$ cat config.mk
export PLATFORM = sky130hd
export DESIGN_NAME = matmul_ctrl
export DESIGN_NICKNAME = d
export VERILOG_FILES = /design/src/rtl/matmul_pkg.sv /design/src/rtl/mac_unit.sv /design/src/rtl/matmul_ctrl.sv
export SDC_FILE = /design/constraint.sdc
export NUM_CORES = 1
export LEC_CHECK = 0
export BUFFER_PORTS_ARGS = -buffer_cell sky130_fd_sc_hd__buf_2
export CAP_MARGIN = 25
export CORE_ASPECT_RATIO = 1.4
export CORE_UTILIZATION = 59
export CTS_CLUSTER_DIAMETER = 40
export DETAILED_ROUTE_END_ITERATION = 8
export PLACE_DENSITY = 0.87
export SYNTH_ARGS = -nofsm -noshare
export SYNTH_HDL_FRONTEND = slang
export SYNTH_SLANG_ARGS = --single-unit
$ cat constraint.sdc
create_clock -name clk -period 5.2 [get_ports clk]
set_input_delay 0.52 -clock clk [delete_from_list [all_inputs] [get_ports clk]]
set_output_delay 0.52 -clock clk [all_outputs]
set_load 0.01 [all_outputs]
$ cat src/rtl/matmul_pkg.sv
// Shared definitions for the matmul_ctrl slice: default sizes, FSM state encodings
// and the row-major index helper.
package matmul_pkg;

  localparam int N_DEF    = 2;
  localparam int DW_DEF   = 8;
  localparam int AW_DEF   = 6;
  localparam int ACCW_DEF = 16;

  typedef enum logic [2:0] {
    IDLE  = 3'd0,
    READ  = 3'd1,
    MAC   = 3'd2,
    WRITE = 3'd3,
    DONE  = 3'd4
  } state_t;

  function automatic int unsigned rm_index(input int unsigned row,
                                           input int unsigned col,
                                           input int unsigned dim);
    return row * dim + col;
  endfunction

endpackage

$ cat src/rtl/mac_unit.sv
// Multiply-accumulate datapath for matmul_ctrl. Define MATMUL_SAT_EN to clamp on
// overflow and raise the sticky sat flag; otherwise the accumulator wraps.
module mac_unit
  import matmul_pkg::*;
#(
  parameter int DW   = DW_DEF,
  parameter int ACCW = ACCW_DEF
) (
  input  logic            clk,
  input  logic            rst,
  input  logic            mac_en,
  input  logic            acc_clr,
  input  logic            sat_clr,
  input  logic [DW-1:0]   a,
  input  logic [DW-1:0]   b,
  output logic [ACCW-1:0] acc,
  output logic [ACCW-1:0] acc_next,
  output logic            sat
);

  logic [2*DW-1:0] prod;

  assign prod = a * b;

`ifdef MATMUL_SAT_EN
  localparam int SW = ((ACCW > 2*DW) ? ACCW : 2*DW) + 1;

  logic [SW-1:0] sum;
  logic          ovf;

  assign sum      = SW'(acc) + SW'(prod);
  assign ovf      = |sum[SW-1:ACCW];
  assign acc_next = ovf ? '1 : sum[ACCW-1:0];

  always_ff @(posedge clk or negedge rst) begin
    if (!rst) begin
      sat <= 1'b0;
    end else if (sat_clr) begin
      sat <= 1'b0;
    end else if (mac_en && ovf) begin
      sat <= 1'b1;
    end
  end
`else
  logic unused_sat_clr;

  assign acc_next       = acc + ACCW'(prod);
  assign sat            = 1'b0;
  assign unused_sat_clr = sat_clr;
`endif

  always_ff @(posedge clk or negedge rst) begin
    if (!rst) begin
      acc <= '0;
    end else if (acc_clr) begin
      acc <= '0;
    end else if (mac_en) begin
      acc <= acc_next;
    end
  end

endmodule

$ cat src/rtl/matmul_ctrl.sv
// NxN matrix multiply sequencer: reads A/B row-major, accumulates in mac_unit and
// writes each C element once. Optional MATMUL_SAT_EN selects saturating accumulate.
module matmul_ctrl
  import matmul_pkg::*;
#(
  parameter int N    = N_DEF,
  parameter int DW   = DW_DEF,
  parameter int AW   = AW_DEF,
  parameter int ACCW = ACCW_DEF
) (
  input  logic            clk,
  input  logic            rst,
  input  logic            start,
  output logic            busy,
  output logic            done,
  output logic            rd_en_a,
  output logic [AW-1:0]   rd_addr_a,
  input  logic [DW-1:0]   rd_data_a,
  output logic            rd_en_b,
  output logic [AW-1:0]   rd_addr_b,
  input  logic [DW-1:0]   rd_data_b,
  output logic            wr_en_c,
  output logic [AW-1:0]   wr_addr_c,
  output logic [ACCW-1:0] wr_data_c,
  output logic            sat
);

  localparam int            CW   = (N > 1) ? $clog2(N) : 1;
  localparam logic [CW-1:0] LAST = CW'(N - 1);

  state_t          state;
  state_t          state_nxt;
  logic [CW-1:0]   i;
  logic [CW-1:0]   j;
  logic [CW-1:0]   k;
  logic            i_last;
  logic            j_last;
  logic            k_last;
  logic            run_go;
  logic            mac_en;
  logic            acc_clr;
  logic [ACCW-1:0] acc;
  logic [ACCW-1:0] acc_next;

  assign i_last  = (i == LAST);
  assign j_last  = (j == LAST);
  assign k_last  = (k == LAST);
  assign run_go  = (state == IDLE) && start;
  assign mac_en  = (state == MAC);
  assign acc_clr = run_go || (state == WRITE);

  assign busy    = (state != IDLE);
  assign done    = (state == DONE);
  assign rd_en_a = (state == READ);
  assign rd_en_b = (state == READ);
  assign wr_en_c = (state == WRITE);

  assign rd_addr_a = AW'(rm_index(32'(i), 32'(k), N));
  assign rd_addr_b = AW'(rm_index(32'(k), 32'(j), N));

  always_comb begin
    state_nxt = state;
    case (state)
      IDLE:    if (start) state_nxt = READ;
      READ:    state_nxt = MAC;
      MAC:     state_nxt = k_last ? WRITE : READ;
      WRITE:   state_nxt = (i_last && j_last) ? DONE : READ;
      DONE:    state_nxt = IDLE;
      default: state_nxt = IDLE;
    endcase
  end

  always_ff @(posedge clk or negedge rst) begin
    if (!rst) begin
      state <= IDLE;
    end else begin
      state <= state_nxt;
    end
  end

  // i/j are left on the last element after DONE; only a new start clears them.
  always_ff @(posedge clk or negedge rst) begin
    if (!rst) begin
      i <= '0;
      j <= '0;
      k <= '0;
    end else begin
      case (state)
        IDLE: begin
          if (start) begin
            i <= '0;
            j <= '0;
            k <= '0;
          end
        end
        MAC: begin
          if (!k_last) k <= k + CW'(1);
        end
        WRITE: begin
          k <= '0;
          if (!j_last) begin
            j <= j + CW'(1);
          end else if (!i_last) begin
            j <= '0;
            i <= i + CW'(1);
          end
        end
        default: ;
      endcase
    end
  end

  // C outputs are captured from the final MAC's sum so they are valid during WRITE
  // and then held until the next element.
  always_ff @(posedge clk or negedge rst) begin
    if (!rst) begin
      wr_addr_c <= '0;
      wr_data_c <= '0;
    end else if (mac_en && k_last) begin
      wr_addr_c <= AW'(rm_index(32'(i), 32'(j), N));
      wr_data_c <= acc_next;
    end
  end

  mac_unit #(
    .DW   (DW),
    .ACCW (ACCW)
  ) u_mac (
    .clk      (clk),
    .rst      (rst),
    .mac_en   (mac_en),
    .acc_clr  (acc_clr),
    .sat_clr  (run_go),
    .a        (rd_data_a),
    .b        (rd_data_b),
    .acc      (acc),
    .acc_next (acc_next),
    .sat      (sat)
  );

endmodule

==> flow_metrics.tcl <==
set metrics [dict create \
    status "finished, final reports clean" \
    post_cts_buffers 0 \
    cpLargestDelayFamily "adder cells" \
    synthSimpleGateAreaFrac_pct 13.6 \
    synthMuxAreaShare_pct 3.48 \
    detailedRoute.firstPassIterationCount 4 \
    fin_ws_ns 0.551 \
    cts_buffers 5 \
    syn_to_final_growth_pct 8.02 \
    antennaDiodeCount 0 \
    wl_mm 8.24 \
    layout-drive-gt1-share_pct 16.1 \
    period_needed_ns 4.65 \
    wire_per_inst_um 14.4 \
    swShare_pct 47.6 \
    clock_skew_ns 0.00890 \
    cts_root_buffer "clkbuf_8" \
    clock_sinks 40 \
    initial_core_util_pct 60.7 \
    tightestPinTransition_ns 0.884 \
    async_reset_ff_share_pct 100 \
    path_class "input pin to flop" \
    clkLatencyLatePin_ns 0.30 \
    path_buf_inv 3 \
    tns_ns 0 \
    design_area_mm2 0.00455 \
    timing.final.crit_share_pct 89.4 \
    layout_commonest_cell "inv_1" \
    drv_cap 0 \
    yosysWarnings 0 \
    rrSetupSlack_ns 0.74 \
    netlist-cell-type-count 43 \
    final_util_pct 65.6 \
    row_count 36 \
    cp_cell_sequence "buf_2 -> and2_1 -> fa_1 -> fa_1 -> fa_1 -> inv_1 -> fa_1 -> inv_1 -> ha_1 -> nand4_1 -> a2111oi_0 -> a2111oi_2 -> xnor2_1 -> mux2_2" \
    synth_cells 439 \
    grt_pass1_wl_mm 14.4 \
    slowest_stage "a2111oi_0" \
    synth-edff-count 0 \
    slew_headroom_pct 41.1 \
    ys_ff_latch 40 \
    drcViolationCount 0 \
    timing.rr.end "wr_data_c[14]" \
    synth_xor_area_share_pct 1.87 \
    pwr-share-comb_pct 70.2 \
    seq_area_frac_synth_pct 23.8 \
    gp_congestion 0.926 \
    dp_hpwl_mm 6.78 \
    grt_antenna_before_repair 0 \
    pwr_density_cell_mw_per_mm2 588 \
    synth.avg_cell_area_um2 9.59 \
    detail-route-antenna-nets 0 \
    ctsResizeCount 0 \
    core_mm2 0.00694 \
    syn_area_mm2 0.00421 \
    busiest_layer "met2" \
    leakagePower_nw 2.48 \
    gr-total-overflow 0 \
    path_max_fanout 8 \
    dpl-instance-area_mm2 0.00444 \
    critPathLaunchType "input pin" \
    slew_viol_final 0 \
    p_seq_share_pct 20.3 \
    end_kind "flop" \
    nets 581 \
    max_stage_delay_ns 0.65 \
    crit_path_frequent_cell "fa_1" \
    drtIter0Drc 87 \
    io_pins 59 \
    synth_top_family_by_area "adder cells" \
    dieHeight_um 102 \
    first_global_vias 3126 \
    grt_use_met3_pct 2.27 \
    fill_cells 580 \
    cts_hold_buffers 0 \
    use_met1_pct 32.0 \
    reg2reg_depth 14 \
    vias 3054 \
    viasPerCell 5.33 \
    grt_setup_unrepaired "no" \
    synth-compound-area-share_pct 10.2 \
    gr-usage-all-layers_pct 25.1 \
    intPower_mw 1.40 \
    worst-path-stages 14 \
    power.switching_mw 1.27 \
    clk_pin_slew_ns 0.08 \
    clock_power_share_pct 9.5 \
    synthFlopType "dfrtp_1" \
    r2r_start "u_mac.acc[6]" \
    met2_usage_pct 44.2 \
    grt_max_degree 41 \
    cp.required_ns 5.39 \
    synthAdderAreaFrac_pct 34.2 \
    h-tree-depth 2 \
    fmax_mhz 215 \
    layout_common_cells "inv_1, fa_1, buf_2" \
    critical_path_arrival_ns 4.84 \
    io_buffers 45 \
    cts_tree "done" \
    irDropWorstVdd_mv 0.434 \
    startpoint "rd_data_b[7]" \
    hold_viol_final 0 \
    place_ws_ns 0.279 \
    dieArea_mm2 0.00748 \
    holdCritPathClass "input pin to asynchronous set/reset pin" \
    clock_path_buffers 2 \
    die_w_um 73.4 \
    finalSetupViolCount 0 \
]
cells in the mapped netlist, drive strengths merged (4+ instances only):
master / n / share of area, %
inv: 98 / 8.7
fa: 50 / 24
nand2: 41 / 3.7
dfrtp: 40 / 24
and2: 37 / 5.5
ha: 35 / 10
buf: 19 / 3.3
mux2: 13 / 3.5
a22o: 12 / 2.5
clkbuf: 9 / 0.80
a21o: 8 / 1.5
a21oi: 8 / 0.95
nor2: 8 / 0.71
o21ai: 8 / 0.95
xnor2: 7 / 1.5
a31o: 5 / 1.0
or3: 5 / 0.77
a32o: 4 / 0.95
stage by stage:
| stage | hold slack (ns) | instances | power (mW) |
|---|---|---|---|
| after CTS | 0.372 | 573 | 2.68 |
| after floorplan | 0.224 | 451 | 1.96 |
| after detailed placement | 0.489 | 565 | 2.39 |
| after global placement | 0.484 | 565 | 2.32 |
| final | 0.338 | 573 | 2.67 |
| after global routing | 0.408 | 573 | 2.95 |
sequential cells by signal (all words and copies together), names as in the netlist:
name       count
u_mac.acc     16
k              1
state          3
j              1
i              1
wr_data_c     16
wr_addr_c      2
final cells by class:
| class | count | area (µm²) | area share (%) |
|---|---|---|---|
| Clock buffer | 6 | 72.6 | 1.60 |
| Clock inverter | 2 | 35.0 | 0.770 |
| Inverter | 98 | 368 | 8.09 |
| Multi-Input combinational cell | 285 | 2710 | 59.6 |
| Sequential cell | 40 | 1000 | 22.0 |
| Tap cell | 95 | 119 | 2.61 |
| Timing Repair Buffer | 47 | 240 | 5.28 |
worst max path at each step:
stage                     to
2_1_floorplan  u_mac.acc[15]
3_3_place_gp   wr_data_c[14]
3_5_place_dp   wr_data_c[14]
4_1_cts        wr_data_c[14]
5_1_grt        u_mac.acc[15]
6_report       wr_data_c[14]
layer usage:
metal  vias to the layer above  share of wire (%)
met2                        84                 52
met3                        16                3.1
met5                         -                  0
met1                      1530                 42
li1                       1424                  -
met4                         0                2.4
power by group through the flow:
stage	Clock [mW]	Combinational [mW]	Sequential (mW)
2_1_floorplan	0	1.41	0.546
3_3_place_gp	0	1.78	0.540
3_5_place_dp	0	1.85	0.549
4_1_cts	0.256	1.87	0.545
5_1_grt	0.269	2.12	0.563
6_report	0.253	1.88	0.544
logic make-up after synthesis:
| group | after synthesis |
|---|---|
| AO/OA/AOI/OAI | 56 |
| XOR/XNOR | 9 |
| adder cells (fa/ha/maj) | 85 |
| other | 1 |
| buffers and inverters | 126 |
| flip-flops | 40 |
| AND/OR/NAND/NOR | 109 |
| multiplexers | 13 |
Power figures use the tool's default switching activity.
